File: config.mk
export PLATFORM = sky130hd
export DESIGN_NAME = booth_sequencer_flat
export DESIGN_NICKNAME = d
export VERILOG_FILES = /design/src/rtl/booth_pkg.sv /design/src/rtl/booth_if.sv /design/src/rtl/booth_recode.sv /design/src/rtl/booth_sequencer.sv /design/src/flat_wrapper.sv
export SDC_FILE = /design/constraint.sdc
export NUM_CORES = 1
export LEC_CHECK = 0
export BUFFER_PORTS_ARGS = -buffer_cell sky130_fd_sc_hd__buf_4
export CAP_MARGIN = 10
export CORE_ASPECT_RATIO = 0.9
export CORE_MARGIN = 5
export CORE_UTILIZATION = 58
export CTS_BUF_LIST = sky130_fd_sc_hd__clkbuf_4
export DETAILED_ROUTE_END_ITERATION = 12
export PLACE_DENSITY = 0.83
export SLEW_MARGIN = 40
export SYNTH_ARGS = -nofsm -noshare
export SYNTH_HDL_FRONTEND = slang
export SYNTH_HIERARCHICAL = 1
export SYNTH_SLANG_ARGS = --single-unit
export TNS_END_PERCENT = 100
File: constraint.sdc
create_clock -name clk -period 3.05 [get_ports clk]
set_clock_uncertainty 0.15 [all_clocks]
set_input_delay 0 -clock clk [delete_from_list [all_inputs] [get_ports clk]]
set_output_delay 0 -clock clk [all_outputs]
set_load 0.1 [all_outputs]
File: src/rtl/booth_pkg.sv
// Shared constants and types for the Booth radix-2 multiply sequencer.
package booth_pkg;

   localparam int unsigned DATA_W = 16;
   localparam int unsigned PROD_W = 32;
   localparam int unsigned STEP_W = 5;

   localparam logic [1:0] OP_HOLD = 2'b00;
   localparam logic [1:0] OP_ADD  = 2'b01;
   localparam logic [1:0] OP_SUB  = 2'b10;

   typedef enum logic [1:0] {
      StIdle,
      StRun,
      StDone
   } state_e;

endpackage

File: src/rtl/booth_if.sv
// Request/operation bus between a Booth sequencer and its client/accumulator.
interface booth_if;
   import booth_pkg::*;

   logic              start;
   logic [DATA_W-1:0] mcand;
   logic [DATA_W-1:0] mplier;
   logic              busy;
   logic              done;
   logic              startbit;
   logic [1:0]        addorsub;
   logic [PROD_W-1:0] b;
   logic [STEP_W-1:0] step;

   modport master (
      output start, mcand, mplier,
      input  busy, done, startbit, addorsub, b, step
   );

   modport slave (
      input  start, mcand, mplier,
      output busy, done, startbit, addorsub, b, step
   );

endinterface

File: src/rtl/booth_recode.sv
// Radix-2 Booth recoder: maps the multiplier bit pair {q[i], q[i-1]} to an op code.
module booth_recode
   import booth_pkg::*;
(
   input  logic [1:0] pair,
   output logic [1:0] op
);

   always_comb begin
      op = OP_HOLD;
      case (pair)
         2'b01:   op = OP_ADD;
         2'b10:   op = OP_SUB;
         default: op = OP_HOLD;
      endcase
   end

endmodule

File: src/rtl/booth_sequencer.sv
// Booth radix-2 sequencer issuing one add/sub/hold per step to an external accumulator.
// Optional feature: define BOOTH_EARLY_TERM_EN to stop once the remaining pairs are all holds.
module booth_sequencer
   import booth_pkg::*;
(
   input logic    clk,
   input logic    rst_n,
   booth_if.slave bus
);

   localparam logic [STEP_W-1:0] LastStep = STEP_W'(DATA_W - 1);

   state_e            state_q, state_d;
   logic [DATA_W-1:0] mcand_q;
   logic [DATA_W:0]   q_q;
   logic [DATA_W:0]   q_shift;
   logic [STEP_W-1:0] i_q;
   logic [1:0]        rec_op;
   logic [PROD_W-1:0] mcand_ext;

   logic              busy_q, busy_d;
   logic              done_q, done_d;
   logic              startbit_q, startbit_d;
   logic [1:0]        addorsub_q, addorsub_d;
   logic [PROD_W-1:0] b_q, b_d;
   logic [STEP_W-1:0] step_q, step_d;

   assign q_shift   = {q_q[DATA_W], q_q[DATA_W:1]};
   assign mcand_ext = {{(PROD_W - DATA_W){mcand_q[DATA_W-1]}}, mcand_q};

   booth_recode u_recode (
      .pair (q_q[1:0]),
      .op   (rec_op)
   );

   always_ff @(posedge clk or negedge rst_n) begin
      if (!rst_n) begin
         state_q <= StIdle;
      end else begin
         state_q <= state_d;
      end
   end

   always_comb begin
      state_d = state_q;
      case (state_q)
         StIdle: begin
            if (bus.start) state_d = StRun;
         end
         StRun: begin
            if (i_q == LastStep) begin
               state_d = StDone;
`ifdef BOOTH_EARLY_TERM_EN
            // All-zeros or all-ones leaves only hold pairs, so nothing else changes the sum.
            end else if (q_shift == '0 || q_shift == '1) begin
               state_d = StDone;
`endif
            end
         end
         StDone:  state_d = StIdle;
         default: state_d = StIdle;
      endcase
   end

   // Outputs are registered, so they show the state of the previous cycle.
   always_comb begin
      busy_d     = 1'b0;
      done_d     = 1'b0;
      startbit_d = 1'b0;
      addorsub_d = OP_HOLD;
      b_d        = '0;
      step_d     = '0;
      case (state_q)
         StRun: begin
            busy_d     = 1'b1;
            startbit_d = 1'b1;
            step_d     = i_q;
            addorsub_d = rec_op;
            b_d        = mcand_ext << i_q;
            // First step with pair 00 adds zero so the accumulator starts from a clean value.
            if (i_q == '0 && q_q[1:0] == 2'b00) begin
               addorsub_d = OP_ADD;
               b_d        = '0;
            end
         end
         StDone: begin
            busy_d = 1'b1;
            done_d = 1'b1;
         end
         default: ;
      endcase
   end

   always_ff @(posedge clk or negedge rst_n) begin
      if (!rst_n) begin
         mcand_q    <= '0;
         q_q        <= '0;
         i_q        <= '0;
         busy_q     <= 1'b0;
         done_q     <= 1'b0;
         startbit_q <= 1'b0;
         addorsub_q <= OP_HOLD;
         b_q        <= '0;
         step_q     <= '0;
      end else begin
         if (state_q == StIdle && bus.start) begin
            mcand_q <= bus.mcand;
            q_q     <= {bus.mplier, 1'b0};
            i_q     <= '0;
         end else if (state_q == StRun) begin
            q_q <= q_shift;
            i_q <= i_q + STEP_W'(1);
         end
         busy_q     <= busy_d;
         done_q     <= done_d;
         startbit_q <= startbit_d;
         addorsub_q <= addorsub_d;
         b_q        <= b_d;
         step_q     <= step_d;
      end
   end

   assign bus.busy     = busy_q;
   assign bus.done     = done_q;
   assign bus.startbit = startbit_q;
   assign bus.addorsub = addorsub_q;
   assign bus.b        = b_q;
   assign bus.step     = step_q;

endmodule

File: src/flat_wrapper.sv
// flat-port wrapper written by rule: the top's interface ports become plain ports
module booth_sequencer_flat import booth_pkg::*;
  (clk, rst_n, bus_start, bus_mcand, bus_mplier, bus_busy, bus_done, bus_startbit, bus_addorsub, bus_b, bus_step);
  booth_if bus_i ();
  input logic clk;
  input logic rst_n;
  input wire logic [$bits(bus_i.start)-1:0] bus_start;
  input wire logic [$bits(bus_i.mcand)-1:0] bus_mcand;
  input wire logic [$bits(bus_i.mplier)-1:0] bus_mplier;
  output wire logic [$bits(bus_i.busy)-1:0] bus_busy;
  output wire logic [$bits(bus_i.done)-1:0] bus_done;
  output wire logic [$bits(bus_i.startbit)-1:0] bus_startbit;
  output wire logic [$bits(bus_i.addorsub)-1:0] bus_addorsub;
  output wire logic [$bits(bus_i.b)-1:0] bus_b;
  output wire logic [$bits(bus_i.step)-1:0] bus_step;
  assign bus_i.start = bus_start;
  assign bus_i.mcand = bus_mcand;
  assign bus_i.mplier = bus_mplier;
  assign bus_busy = bus_i.busy;
  assign bus_done = bus_i.done;
  assign bus_startbit = bus_i.startbit;
  assign bus_addorsub = bus_i.addorsub;
  assign bus_b = bus_i.b;
  assign bus_step = bus_i.step;
  booth_sequencer u_core (.clk(clk), .rst_n(rst_n), .bus(bus_i));
endmodule
==> flow_summary.yaml <==
drt:
  vias_per_cell: 5.878
  wl_um: 10820
  postRouteAntennaNets: 0
  first_pass_iters: 5
  drc: 0
  drtIter0Drc: 304
  wl_per_cell_um: 17.79
  vias: 3574
floorplanning:
  core_area_sq_mm: 0.007076
  die_h_um: 91.13
  die_w_um: 100.1
  pin_count: 77
  initial_core_util_pct: 59.95
  core.rowCount: 29
  dieArea_sq_mm: 0.009126
yosys:
  syn_area_sq_mm: 0.004242
  synthArstFlopShare_pct: 100.0
  syn-num-nets: 451
  yosysSeqAreaShare_pct: 48.38
  synth_flop_cell: "dfrtp_1"
  avgSynthCellArea_sq_um: 10.40
  postSynthCellCount: 408
  ys_ff_latch: 82
  synth_edf_count: 0
  yosysUniqueCellTypes: 56
  synth_warnings: 6
global_routing:
  grtUsageTotal_pct: 24.64
  grt_pass1_vias: 3559
  grt_max_degree: 83
  grt_pass1_wl_um: 17840
  overflow: 0
  grt_antenna_before_repair: 0
clock_network:
  cts_made_buffers: 9
  post_cts_buffers: 0
  worstSkewPairLatency_ns: 0.43
  cts_max_path_buffers: 2
  cts_sinks: 82
  clk_pin_slew_ns: 0.13
  root_buffer: "clkbuf_4"
  cts_tree: "done"
  cts_max_level: 3
worst_hold_path:
  hp-class: "input pin to async pin"
place:
  io_buffer_count: 76
  placed_cell_area_sq_mm: 0.004847
  dp_hpwl_um: 7276
  gp_congestion: 0.9367
sta:
  tightest_slew_ns: 0.7007
  fmax_ghz: 0.4057
  finalSetupViolCount: 0
  grt_setup_unrepaired: "false"
  final_max_slew_viol_count: 0
  hold_viol_final: 0
  slew_headroom_pct: 53.28
  period_minus_slack_ns: 2.465
  timing.setup.tns_ns: 0
  fin_crit_sh_pct: 80.82
worst_setup_path:
  criticalPathCategory: "flop to flop"
  required_ns: 3.23
  path_max_fanout: 17
  crit_arrival_ns: 2.65
  start_kind: "flop"
  endpoint_kind: "flop"
layout:
  area_growth_pct: 26.19
  design_area_sq_mm: 0.005353
  final_nets: 553
  drive_gt1_share_pct: 23.88
  antenna_cells: 0
run:
  maxCapViolCount: 0
run_status:
  run_status: "finished, final reports clean"
-- through the flow --
stage               setup slack (ns)  hold WS (ns)  utilization (%)  std cells
floorplan                     0.9338       -0.4456                -        408
global placement              0.6956       0.04001            68.45        558
detailed placement            0.6451      -0.06779            68.51        558
CTS                           0.6083       0.01863            75.65        608
global route                  0.4073       0.05474            75.65        608
finish                        0.5848      0.003828            75.65        608
-- worst max-delay path, cell delays in order, from the launching register on --
cell and delay, ns:
dfrtp_1 0.73, inv_2 0.15, ha_1 0.25, nor4b_4 0.15, a21oi_1 0.29, nand2_1 0.29
o32ai_1 0.37
-- flip-flops by register name, summed over array words and instances (netlist names) --
register	cells
u_core/bus.b	32
u_core/q_q	17
u_core/mcand_q	16
u_core/bus.step	5
u_core/i_q	5
u_core/bus.addorsub	2
u_core/state_q	2
u_core/bus.busy	1
u_core/bus.done	1
u_core/bus.startbit	1
-- path summary, 6_finish.rpt --
kind	from	to	slack, ns	cells after the start
setup reg to reg	u_core/i_q[0]$_DFFE_PN0P_	u_core/bus.b[21]$_DFF_PN0_	0.58	6
hold reg to reg	u_core/q_q[16]$_DFFE_PN0P_	u_core/q_q[16]$_DFFE_PN0P_	0.38	2
max in group asynchronous	rst_n	u_core/mcand_q[3]$_DFFE_PN0P_	2.27	2
hold / removal	rst_n	u_core/bus.startbit$_DFF_PN0_	0.004	2
setup / recovery	u_core/i_q[0]$_DFFE_PN0P_	u_core/bus.b[21]$_DFF_PN0_	0.58	6
min in group clk	bus_mcand[7]	u_core/mcand_q[7]$_DFFE_PN0P_	0.15	4
-- layout make-up --
cell class / instances / area, sq um
Timing Repair Buffer: 119 / 982.2
Fill cell: 479 / 1723
Clock inverter: 6 / 90.09
Tap cell: 93 / 116.4
Sequential cell: 82 / 2052
Multi-Input combinational cell: 288 / 1999
Clock buffer: 10 / 75.07
Inverter: 10 / 37.54
-- placed cells by master (no fill, tap or decap), drive strengths merged, types with 7 or more instances in the layout --
cell | Yosys | routed
mux2 | 9 | 9
dfrtp | 82 | 82
mux4 | 11 | 11
a211oi | 10 | 10
nand2 | 87 | 87
and2 | 7 | 7
ha | 8 | 8
clkbuf | 13 | 10
a21oi | 9 | 9
buf | 15 | 85
nor2 | 27 | 27
nand3 | 7 | 7
dlygate4sd3 | 0 | 34
inv | 10 | 11
mux2i | 29 | 29
o21ai | 20 | 20
-- routing by layer --
| metal | vias up | GRT usage, % | part of all wire [%] |
|---|---|---|---|
| met4 | 0 | 7.183 | 1.2 |
| met5 | - | 0 | 0 |
| met3 | 18 | 5.057 | 9.0 |
| met1 | 1715 | 33.81 | 41 |
| met2 | 194 | 39.85 | 49 |
| li1 | 1647 | - | - |
-- cells by family after synthesis --
logic type                 Yosys count  synth area share, %
and+or+nand+nor                    156                16.70
DFF                                 82                48.38
AOI/OAI and AO/OA                   72                11.65
muxes                               49                15.81
buffers and inverters               38                4.484
adders and majority gates            8                2.360
xor gates and xnor gates             3               0.6196
-- cell usage after synthesis (all sizes together) (2+ instances only) --
| library cell | number | area share [%] |
|---|---|---|
| mux4 | 11 | 6.2 |
| nor2 | 27 | 2.4 |
| mux2i | 29 | 7.1 |
| a21oi | 9 | 1.1 |
| a32oi | 2 | 0.41 |
| a211oi | 10 | 1.9 |
| ha | 8 | 2.4 |
| nor3 | 2 | 0.24 |
| buf | 15 | 2.4 |
| o221ai | 6 | 1.4 |
| xnor2 | 3 | 0.62 |
| nand3b | 2 | 0.35 |
| a31oi | 4 | 0.59 |
| and2 | 7 | 1.0 |
| inv | 10 | 0.88 |
| nand2 | 87 | 7.7 |
| nand3 | 7 | 0.83 |
| o21ai | 20 | 2.4 |
| nand2b | 5 | 0.74 |
| nor2b | 6 | 0.89 |
| and3 | 6 | 0.89 |
| clkbuf | 13 | 1.2 |
| a22oi | 3 | 0.53 |
| dfrtp | 82 | 48 |
| nor4 | 3 | 0.44 |
| mux2 | 9 | 2.5 |
| a221oi | 2 | 0.41 |
| o22ai | 5 | 0.74 |
-- repair_timing --
item | in CTS | in global routing
hold buffers | 34 | 0
endpoints found under the hold margin | 116 | 0
resized for setup | 0 | 0
Power is not shown: default switching activity piles up to over one toggle a cycle in this logic, so the estimate is an artifact.
